## config.mk

```make
export PLATFORM = sky130hd
export DESIGN_NAME = gesture_debounce_flat
export DESIGN_NICKNAME = d
export VERILOG_FILES = /design/src/rtl/gesture_debounce_if.sv /design/src/rtl/gesture_debounce.sv /design/src/flat_wrapper.sv
export SDC_FILE = /design/constraint.sdc
export NUM_CORES = 1
export LEC_CHECK = 0
export BUFFER_PORTS_ARGS = -buffer_cell sky130_fd_sc_hd__buf_2
export CORE_MARGIN = 3
export CORE_UTILIZATION = 50
export CTS_BUF_LIST = sky130_fd_sc_hd__clkbuf_4 sky130_fd_sc_hd__clkbuf_8
export CTS_CLUSTER_DIAMETER = 80
export DETAILED_ROUTE_END_ITERATION = 10
export PLACE_DENSITY = 0.7
export SETUP_SLACK_MARGIN = 0.3
export SLEW_MARGIN = 20
export SYNTH_ARGS = -nofsm -noshare
export SYNTH_HDL_FRONTEND = slang
export SYNTH_SLANG_ARGS = --single-unit
```

## constraint.sdc

```tcl
create_clock -name clk_in -period 2 [get_ports clk_in]
set_clock_uncertainty 0.1 [all_clocks]
set_input_delay 0.4 -clock clk_in [delete_from_list [all_inputs] [get_ports clk_in]]
set_output_delay 0.4 -clock clk_in [all_outputs]
set_load 0.01 [all_outputs]
```

## src/rtl/gesture_debounce_if.sv

```systemverilog
// Detector-to-qualifier bundle: per-frame direction sample in, qualified command and debug status out.
// The signal names are the block's port names, so the bundle reads the same as the flat port list.
interface gesture_debounce_if;
    logic       valid_in;
    logic [1:0] key_in;
    logic       present_in;
    logic [1:0] cmd_out;
    logic       cmd_valid_out;
    logic       held_out;
    logic [1:0] state_out;

    modport master (
        output valid_in, key_in, present_in,
        input  cmd_out, cmd_valid_out, held_out, state_out
    );

    modport slave (
        input  valid_in, key_in, present_in,
        output cmd_out, cmd_valid_out, held_out, state_out
    );
endinterface

```

## src/rtl/gesture_debounce.sv

```systemverilog
// Frame-rate gesture qualifier: a direction code must hold for STABLE_FRAMES strobes to fire,
// then auto-repeats every REPEAT_FRAMES strobes; a missing-strobe watchdog drops back to IDLE.
module gesture_debounce #(
    parameter int STABLE_FRAMES  = 3,
    parameter int REPEAT_FRAMES  = 20,
    parameter int TIMEOUT_CYCLES = 2_000_000
) (
    input  logic              clk_in,
    input  logic              rst_in,
    gesture_debounce_if.slave bus
);

    typedef enum logic [1:0] {
        ST_IDLE = 2'b00,
        ST_CAND = 2'b01,
        ST_HELD = 2'b10
    } state_e;

    localparam logic [3:0]  STABLE_C    = 4'(STABLE_FRAMES);
    localparam logic [5:0]  REPEAT_C    = 6'(REPEAT_FRAMES);
    localparam logic [23:0] WDOG_LAST_C = 24'(TIMEOUT_CYCLES - 1);

    state_e      state_q, state_d;
    logic [1:0]  cand_q, cand_d;
    logic [3:0]  scnt_q, scnt_d;
    logic [5:0]  rcnt_q, rcnt_d;
    logic [23:0] wdog_q, wdog_d;
    logic [1:0]  cmd_q, cmd_d;
    logic        cmd_valid_q, cmd_valid_d;

    // Next-state logic; a strobe always takes priority over watchdog expiry
    always_comb begin
        state_d     = state_q;
        cand_d      = cand_q;
        scnt_d      = scnt_q;
        rcnt_d      = rcnt_q;
        wdog_d      = wdog_q;
        cmd_d       = cmd_q;
        cmd_valid_d = 1'b0;
        if (bus.valid_in) begin
            wdog_d = 24'd0;
            case (state_q)
                ST_IDLE: begin
                    if (bus.present_in) begin
                        cand_d  = bus.key_in;
                        scnt_d  = 4'd1;
                        state_d = ST_CAND;
                    end else begin
                        state_d = ST_IDLE;
                    end
                end
                ST_CAND: begin
                    if (!bus.present_in) begin
                        state_d = ST_IDLE;
                    end else if (bus.key_in != cand_q) begin
                        cand_d = bus.key_in;
                        scnt_d = 4'd1;
                    end else if (scnt_q + 4'd1 == STABLE_C) begin
                        cmd_d       = cand_q;
                        cmd_valid_d = 1'b1;
                        rcnt_d      = 6'd0;
                        state_d     = ST_HELD;
                    end else begin
                        scnt_d = scnt_q + 4'd1;
                    end
                end
                ST_HELD: begin
                    if (!bus.present_in) begin
                        state_d = ST_IDLE;
                    end else if (bus.key_in != cand_q) begin
                        cand_d  = bus.key_in;
                        scnt_d  = 4'd1;
                        state_d = ST_CAND;
                    end else if ((REPEAT_C != 6'd0) && (rcnt_q + 6'd1 == REPEAT_C)) begin
                        cmd_d       = cand_q;
                        cmd_valid_d = 1'b1;
                        rcnt_d      = 6'd0;
                    end else if (rcnt_q == 6'd63) begin
                        // Saturate so a disabled repeat can never wrap into a stray match
                        rcnt_d = rcnt_q;
                    end else begin
                        rcnt_d = rcnt_q + 6'd1;
                    end
                end
                default: begin
                    state_d = ST_IDLE;
                end
            endcase
        end else if (wdog_q == WDOG_LAST_C) begin
            state_d = ST_IDLE;
            wdog_d  = 24'd0;
        end else begin
            wdog_d = wdog_q + 24'd1;
        end
    end

    // State and output registers with synchronous reset
    always_ff @(posedge clk_in) begin
        if (rst_in) begin
            state_q     <= ST_IDLE;
            cand_q      <= 2'b00;
            scnt_q      <= 4'd0;
            rcnt_q      <= 6'd0;
            wdog_q      <= 24'd0;
            cmd_q       <= 2'b00;
            cmd_valid_q <= 1'b0;
        end else begin
            state_q     <= state_d;
            cand_q      <= cand_d;
            scnt_q      <= scnt_d;
            rcnt_q      <= rcnt_d;
            wdog_q      <= wdog_d;
            cmd_q       <= cmd_d;
            cmd_valid_q <= cmd_valid_d;
        end
    end

    assign bus.cmd_out       = cmd_q;
    assign bus.cmd_valid_out = cmd_valid_q;
    assign bus.held_out      = (state_q == ST_HELD);
    assign bus.state_out     = state_q;

endmodule

```

## src/flat_wrapper.sv

```systemverilog
// flat-port wrapper written by rule: the top's interface ports become plain ports
module gesture_debounce_flat 
#(
    parameter int STABLE_FRAMES  = 3,
    parameter int REPEAT_FRAMES  = 20,
    parameter int TIMEOUT_CYCLES = 2_000_000
)
  (clk_in, rst_in, bus_valid_in, bus_key_in, bus_present_in, bus_cmd_out, bus_cmd_valid_out, bus_held_out, bus_state_out);
  gesture_debounce_if bus_i ();
  input  logic clk_in;
  input  logic rst_in;
  input wire logic [$bits(bus_i.valid_in)-1:0] bus_valid_in;
  input wire logic [$bits(bus_i.key_in)-1:0] bus_key_in;
  input wire logic [$bits(bus_i.present_in)-1:0] bus_present_in;
  output wire logic [$bits(bus_i.cmd_out)-1:0] bus_cmd_out;
  output wire logic [$bits(bus_i.cmd_valid_out)-1:0] bus_cmd_valid_out;
  output wire logic [$bits(bus_i.held_out)-1:0] bus_held_out;
  output wire logic [$bits(bus_i.state_out)-1:0] bus_state_out;
  assign bus_i.valid_in = bus_valid_in;
  assign bus_i.key_in = bus_key_in;
  assign bus_i.present_in = bus_present_in;
  assign bus_cmd_out = bus_i.cmd_out;
  assign bus_cmd_valid_out = bus_i.cmd_valid_out;
  assign bus_held_out = bus_i.held_out;
  assign bus_state_out = bus_i.state_out;
  gesture_debounce #(.STABLE_FRAMES(STABLE_FRAMES), .REPEAT_FRAMES(REPEAT_FRAMES), .TIMEOUT_CYCLES(TIMEOUT_CYCLES)) u_core (.clk_in(clk_in), .rst_in(rst_in), .bus(bus_i));
endmodule
```

; Word-level counts from Yosys, hierarchy flattened
; Index checks and enable logic that the tools add are counted.
[classes]
n_addsub = 3
reduce_logical = 13
bitwise = 1
n_mux = 42
n_eq_ne = 22
[op_table]
columns = cell, count
row1 = 6-bit two-way mux, 7
row2 = 2-bit two-way mux, 16
row3 = "24-bit by 1-bit adder with 24-bit output, second input constant", 1
row4 = "24-bit by 21-bit equality test with 1-bit output, second input constant", 1
row5 = 4-bit two-way mux, 6
row6 = 8-bit AND reduction, 2
row7 = 4-bit case mux with 3 select lines, 1
row8 = 6-bit case mux with 2 select lines, 1
row9 = "2-bit by 1-bit inequality test with 1-bit output, second input constant", 5
row10 = "2-bit inequality test, second input constant", 5
row11 = "4-bit by 3-bit inequality test with 1-bit output, second input constant", 2
row12 = 2-bit case mux with 2 select lines, 2
row13 = 1-bit two-way mux, 7
row14 = 7-bit AND reduction, 1
row15 = "6-bit by 1-bit adder with 6-bit output, second input constant", 1
row16 = "6-bit by 5-bit equality test with 1-bit output, second input constant", 1
row17 = "6-bit equality test, second input constant", 1
row18 = 2-bit case mux with 3 select lines, 1
row19 = 2-bit nonzero test, 3
row20 = 5-bit AND reduction, 1
row21 = "4-bit by 1-bit adder with 4-bit output, second input constant", 1
row22 = "4-bit by 2-bit equality test with 1-bit output, second input constant", 1
row23 = "4-bit inequality test, second input constant", 1
row24 = 4-bit AND reduction, 1
row25 = 11 further kinds, 12
[totals]
output_inout_bits = 6
inputBits = 6
regBits = 41

; Logic depth before layout (Yosys ltp)
[depth]
depth_word = 7
ltp_mapped = 8
ltp_nobuf = 7

; Worst setup path before layout
; No wires, ideal clock.
[synth_path]
kind = reg-to-reg
start = register u_core.state_q[0], in the netlist u_core.bus.state_out[0]
end = register u_core.rcnt_q[5]
slack_ns = 0.044
arrival_ns = 1.786
required_ns = 1.830
path_buffers = 1
path_stages_with_launch = 7
cell_sequence = dfxtp_1 -> inv_1 -> ha_1 -> clkbuf_1 -> nand3_1 -> or4_1 -> a21oi_1
[synth_between]
elab_chain_len = 3
word_cells_on_any_way = 11
classes_between = 8 x eq/ne / 1 x mux / 2 x reduce/logical
[synth_rtl]
columns = element, line_no
row1 = from (decl), gesture_debounce.sv:23  ; state_e state_q, state_d;
row2 = from (signal assigned), gesture_debounce.sv:108  ; state_q <= state_d;
row3 = 2-bit equality test (*), n/a
row4 = named net bus_held_out, flat_wrapper.sv:17  ; output wire logic [$bits(bus_i.held_out)-1:0] bus_held_out;
row5 = "3-bit by 2-bit inequality test with 1-bit output (no source line), or another cell as far along", n/a
row6 = 8-bit AND reduction (no source line), n/a
row7 = to (signal assigned), gesture_debounce.sv:111  ; rcnt_q <= rcnt_d;
row8 = to (decl), gesture_debounce.sv:26  ; logic [5:0] rcnt_q, rcnt_d;
; Mark *: on every way through the listed nets, which the timed path passes. The rest lies on a longest branch.
; A chain may end at the register's enable or synchronous reset.

; Worst setup path in the final report
[layout_path]
start = register u_core.scnt_q[0]
end = register u_core.rcnt_q[5]
[layout_between]
elab_chain_len = 4
[layout_rtl]
columns = element, line_no
row1 = from (decl), gesture_debounce.sv:25  ; logic [3:0] scnt_q, scnt_d;
row2 = from (signal assigned), gesture_debounce.sv:110  ; scnt_q <= scnt_d;
row3 = 4-bit by 1-bit adder with 4-bit output, gesture_debounce.sv:58  ; end else if (scnt_q + 4'd1 == STABLE_C) begin
row4 = 4-bit by 2-bit equality test with 1-bit output, gesture_debounce.sv:58
row5 = 2-bit by 1-bit inequality test with 1-bit output (no source line), n/a
row6 = 8-bit AND reduction (no source line), n/a
; No other way between the ends.

==> results.rst <==
.. list-table::
   :header-rows: 1

   * - Metric
     - Value
   * - Total design power
     - ~0.0017 W
   * - Headroom to the max-slew limit
     - 0.737
   * - Clock insertion delay at the later pin of the skew report
     - about 0.29 ns
   * - Half-perimeter wire length after detailed placement
     - roughly 3 mm
   * - H-tree levels
     - 2
   * - DIE HEIGHT
     - 70.9 um
   * - Reg2Reg Setup Slack
     - about 0.15 ns
   * - Share of synthesized area occupied by flip-flops and latches
     - 0.390
   * - Static leakage
     - 1.01 nW
   * - Initial detailed-routing violation count
     - between 100 and 150
   * - CP Class
     - reg2reg
   * - Utilization after layout
     - 0.743
   * - Critical path data arrival time
     - 1.98 ns
   * - Port Buf Inserts
     - 11
   * - Mapped cell area
     - ~2100 um2
   * - Antenna-violating nets left
     - 0
   * - Number of clock buffers inserted by TritonCTS
     - 5
   * - Post-Syn Nets
     - approximately 260
   * - Unique cell type count in the Yosys netlist
     - 39
   * - Number of antenna violations at the first check in global routing
     - 0
   * - I/O pin count
     - 12
   * - Number of global-route vias before repair
     - about 1,900
   * - Buffer cell driving the clock tree root
     - clkbuf_8
   * - Path category of the worst min-delay check
     - in2reg
   * - Final WS setup
     - around 0.15 ns
   * - Seq cells post-synth
     - 41
   * - CTS tree
     - done
   * - Total of max-cap violations
     - 0
   * - WL per Instance
     - around 15 um
   * - Worst Max-Slew Pin Slew
     - around 0.39 ns
   * - Proportion of netlist area held by the largest area contributor
     - 0.390
   * - Share of async-settable or async-resettable flops after synthesis
     - 0
   * - Diode insertion count for antenna repair
     - 0
   * - Fraction of final layout cells with drive strength greater than 1
     - 0.375
   * - GRT Total Usage
     - 0.189
   * - Number of iterations in the first detailed-routing pass
     - 4
   * - Fin crit period
     - 1.85 ns
   * - Area of the placeable core
     - 3850 um2
   * - RSZ-0062 raised after global routing
     - true
   * - Sort of element at the end of the critical path
     - register
   * - Maximum number of pins on one net before global-route repair
     - 24
   * - Worst-path clk slew
     - 0.09 ns
   * - Sink count of the clock tree
     - 41
   * - Layout net count
     - 298
   * - Element type at the critical path start
     - register
   * - Number of synthesized flops with an enable pin
     - 0
   * - Die footprint
     - approximately 5000 um2
   * - Post-synthesis cell count
     - between 200 and 250
   * - Upper clock frequency limit
     - 0.540 GHz
   * - Mean instance size in the synthesized netlist
     - about 8.5 um2
   * - Worst voltage drop across the vdd grid
     - around 0.66 mV
   * - Die Wd
     - between 70 and 80 um
   * - Portion of the clock cycle consumed by the worst path in the final layout
     - 0.926
   * - Result of the run
     - completed
   * - Placer congestion estimate
     - roughly 0.86
   * - Total number of placement rows
     - 22
   * - Hold Vio Cnt, Final
     - 0
   * - Setup WS pre-CTS
     - about 0.019 ns
   * - Setup tns final
     - 0 ns
   * - # setup viols final
     - 0
   * - Largest cells by area after synthesis
     - dfxtp_1 39%, xor2_1 7.9%, nor2_1 7.0%
   * - Dominant register cell in the synthesized netlist
     - dfxtp_1
   * - DRC violation count after routing
     - 0
   * - Total vias in the final route
     - roughly 1,900
   * - Power Density
     - 610 nW/um2
   * - Max Transition Viols Final
     - 0
   * - Effective utilization at floorplan
     - 0.546
   * - Vias/cell
     - ~5.7
   * - Total Routed Length
     - between 5 and 6 mm
   * - Largest fanout on the critical path
     - 6
   * - Wire length of the first global-routing pass
     - ~7.8 mm
   * - Count of warnings emitted by yosys
     - 0
   * - Area growth from synthesis to layout
     - 36.0%
   * - Post-synth top area cell
     - dfxtp_1
   * - Maximum buffer depth of the clock tree
     - 2
   * - Required time reported for the critical path endpoint
     - 2.13 ns
   * - Remaining global-route overflow
     - 0
## cells by family (layout without fill, tap and decap cells)
family | after synthesis | in the layout | synth area share
buffers and inverters | 13 | 51 | 0.0232
adder cells (fa/ha/maj) | 8 | 8 | 0.0476
XOR/XNOR | 24 | 24 | 0.0999
flip-flops | 41 | 41 | 0.390
multiplexers | 7 | 7 | 0.0399
AND/OR/NAND/NOR | 121 | 121 | 0.292
AO/OA/AOI/OAI | 33 | 33 | 0.107
## routing by layer
metal	wire [um]	vias up	global-route usage
met5	0	-	0
met1	2230	906	0.229
met4	74	0	0.0626
met3	154	8	0.0455
met2	2620	41	0.329
li1	-	939	-
## per-stage QoR
stage	cell area (um2)	hold WS, ns	cells
after floorplan	2180	0.318	247
after global placement	2350	0.330	310
after detailed placement	2350	0.335	310
after CTS	2630	0.283	328
after global routing	2860	0.329	333
final	2860	0.305	333
## worst max-delay path, stage by stage (launching register included)
cell	delay [ns]
dfxtp_4	0.39
ha_4	0.15
and2_4	0.15
a21oi_2	0.07
o21ai_4	0.21
mux2i_4	0.12
or4_1	0.47
a21oi_1	0.12
## state kept, by name (all words and copies together), names as in the netlist
name                      cells
u_core.wdog_q                24
u_core.rcnt_q                 6
u_core.scnt_q                 4
u_core.bus.cmd_out            2
u_core.bus.state_out          2
u_core.cand_q                 2
u_core.bus.cmd_valid_out      1
## cells in the mapped netlist, types with 2 or more instances
cell type / count
a311oi_1: 4
clkbuf_1: 4
xor2_1: 19
buf_1: 2
nand3b_1: 2
xnor2_1: 5
nor3_1: 9
o21ai_0: 6
nand4_1: 6
dfxtp_1: 41
mux2i_1: 5
nor4_1: 4
a31oi_1: 7
ha_1: 8
nand2b_1: 10
nor2_1: 39
o31ai_1: 3
and3_1: 7
inv_1: 7
nand3_1: 11
or4_1: 3
or2_2: 2
a21oi_1: 6
nand2_1: 20
nor2b_1: 3
## area by class of cell
cell class,count,area (um2)
multi-input combinational,193,1510
fill,262,992
sequential,41,865
timing repair buffer,36,272
clock buffer,5,68.8
clock inverter,3,65.1
tap,48,60.1
inverter,7,26.3
## worst paths after layout
kind	from	endpoint	cells past startpoint
setup / recovery	u_core.scnt_q[0]	u_core.rcnt_q[5]	7
hold reg to reg	u_core.wdog_q[0]	u_core.wdog_q[0]	1
setup reg to reg	u_core.scnt_q[0]	u_core.rcnt_q[5]	7
hold / removal	bus_valid_in	u_core.wdog_q[6]	2
## cell usage in the layout (no fill, tap or decap), drive strengths merged, types with 4 or more instances in the layout
| cell type | count |
|---|---|
| o21ai | 7 |
| and3 | 7 |
| dfxtp | 41 |
| inv | 7 |
| xor2 | 19 |
| nand4 | 6 |
| nand2b | 10 |
| nor3 | 9 |
| nand2 | 20 |
| nor4 | 5 |
| nand3 | 12 |
| xnor2 | 5 |
| clkbuf | 5 |
| nor2 | 39 |
| buf | 36 |
| a311oi | 4 |
| mux2i | 6 |
| a31oi | 7 |
| a21oi | 7 |
| ha | 8 |
## power by group
part	switching (W)	internal, W	total [W]
combinational	0.0000698	0.0000574	0.000127
clock	0.000294	0.000496	0.000790
sequential	0.0000111	0.000817	0.000829
## repair_timing
item,4_1_cts,5_1_grt
resized for setup,17,49
hold buffers,0,0
cloned,0,0
endpoints found under the setup margin,23,38
pin swaps,11,18
setup buffers,10,5
Note: power is estimated with default switching activity, not from simulation.
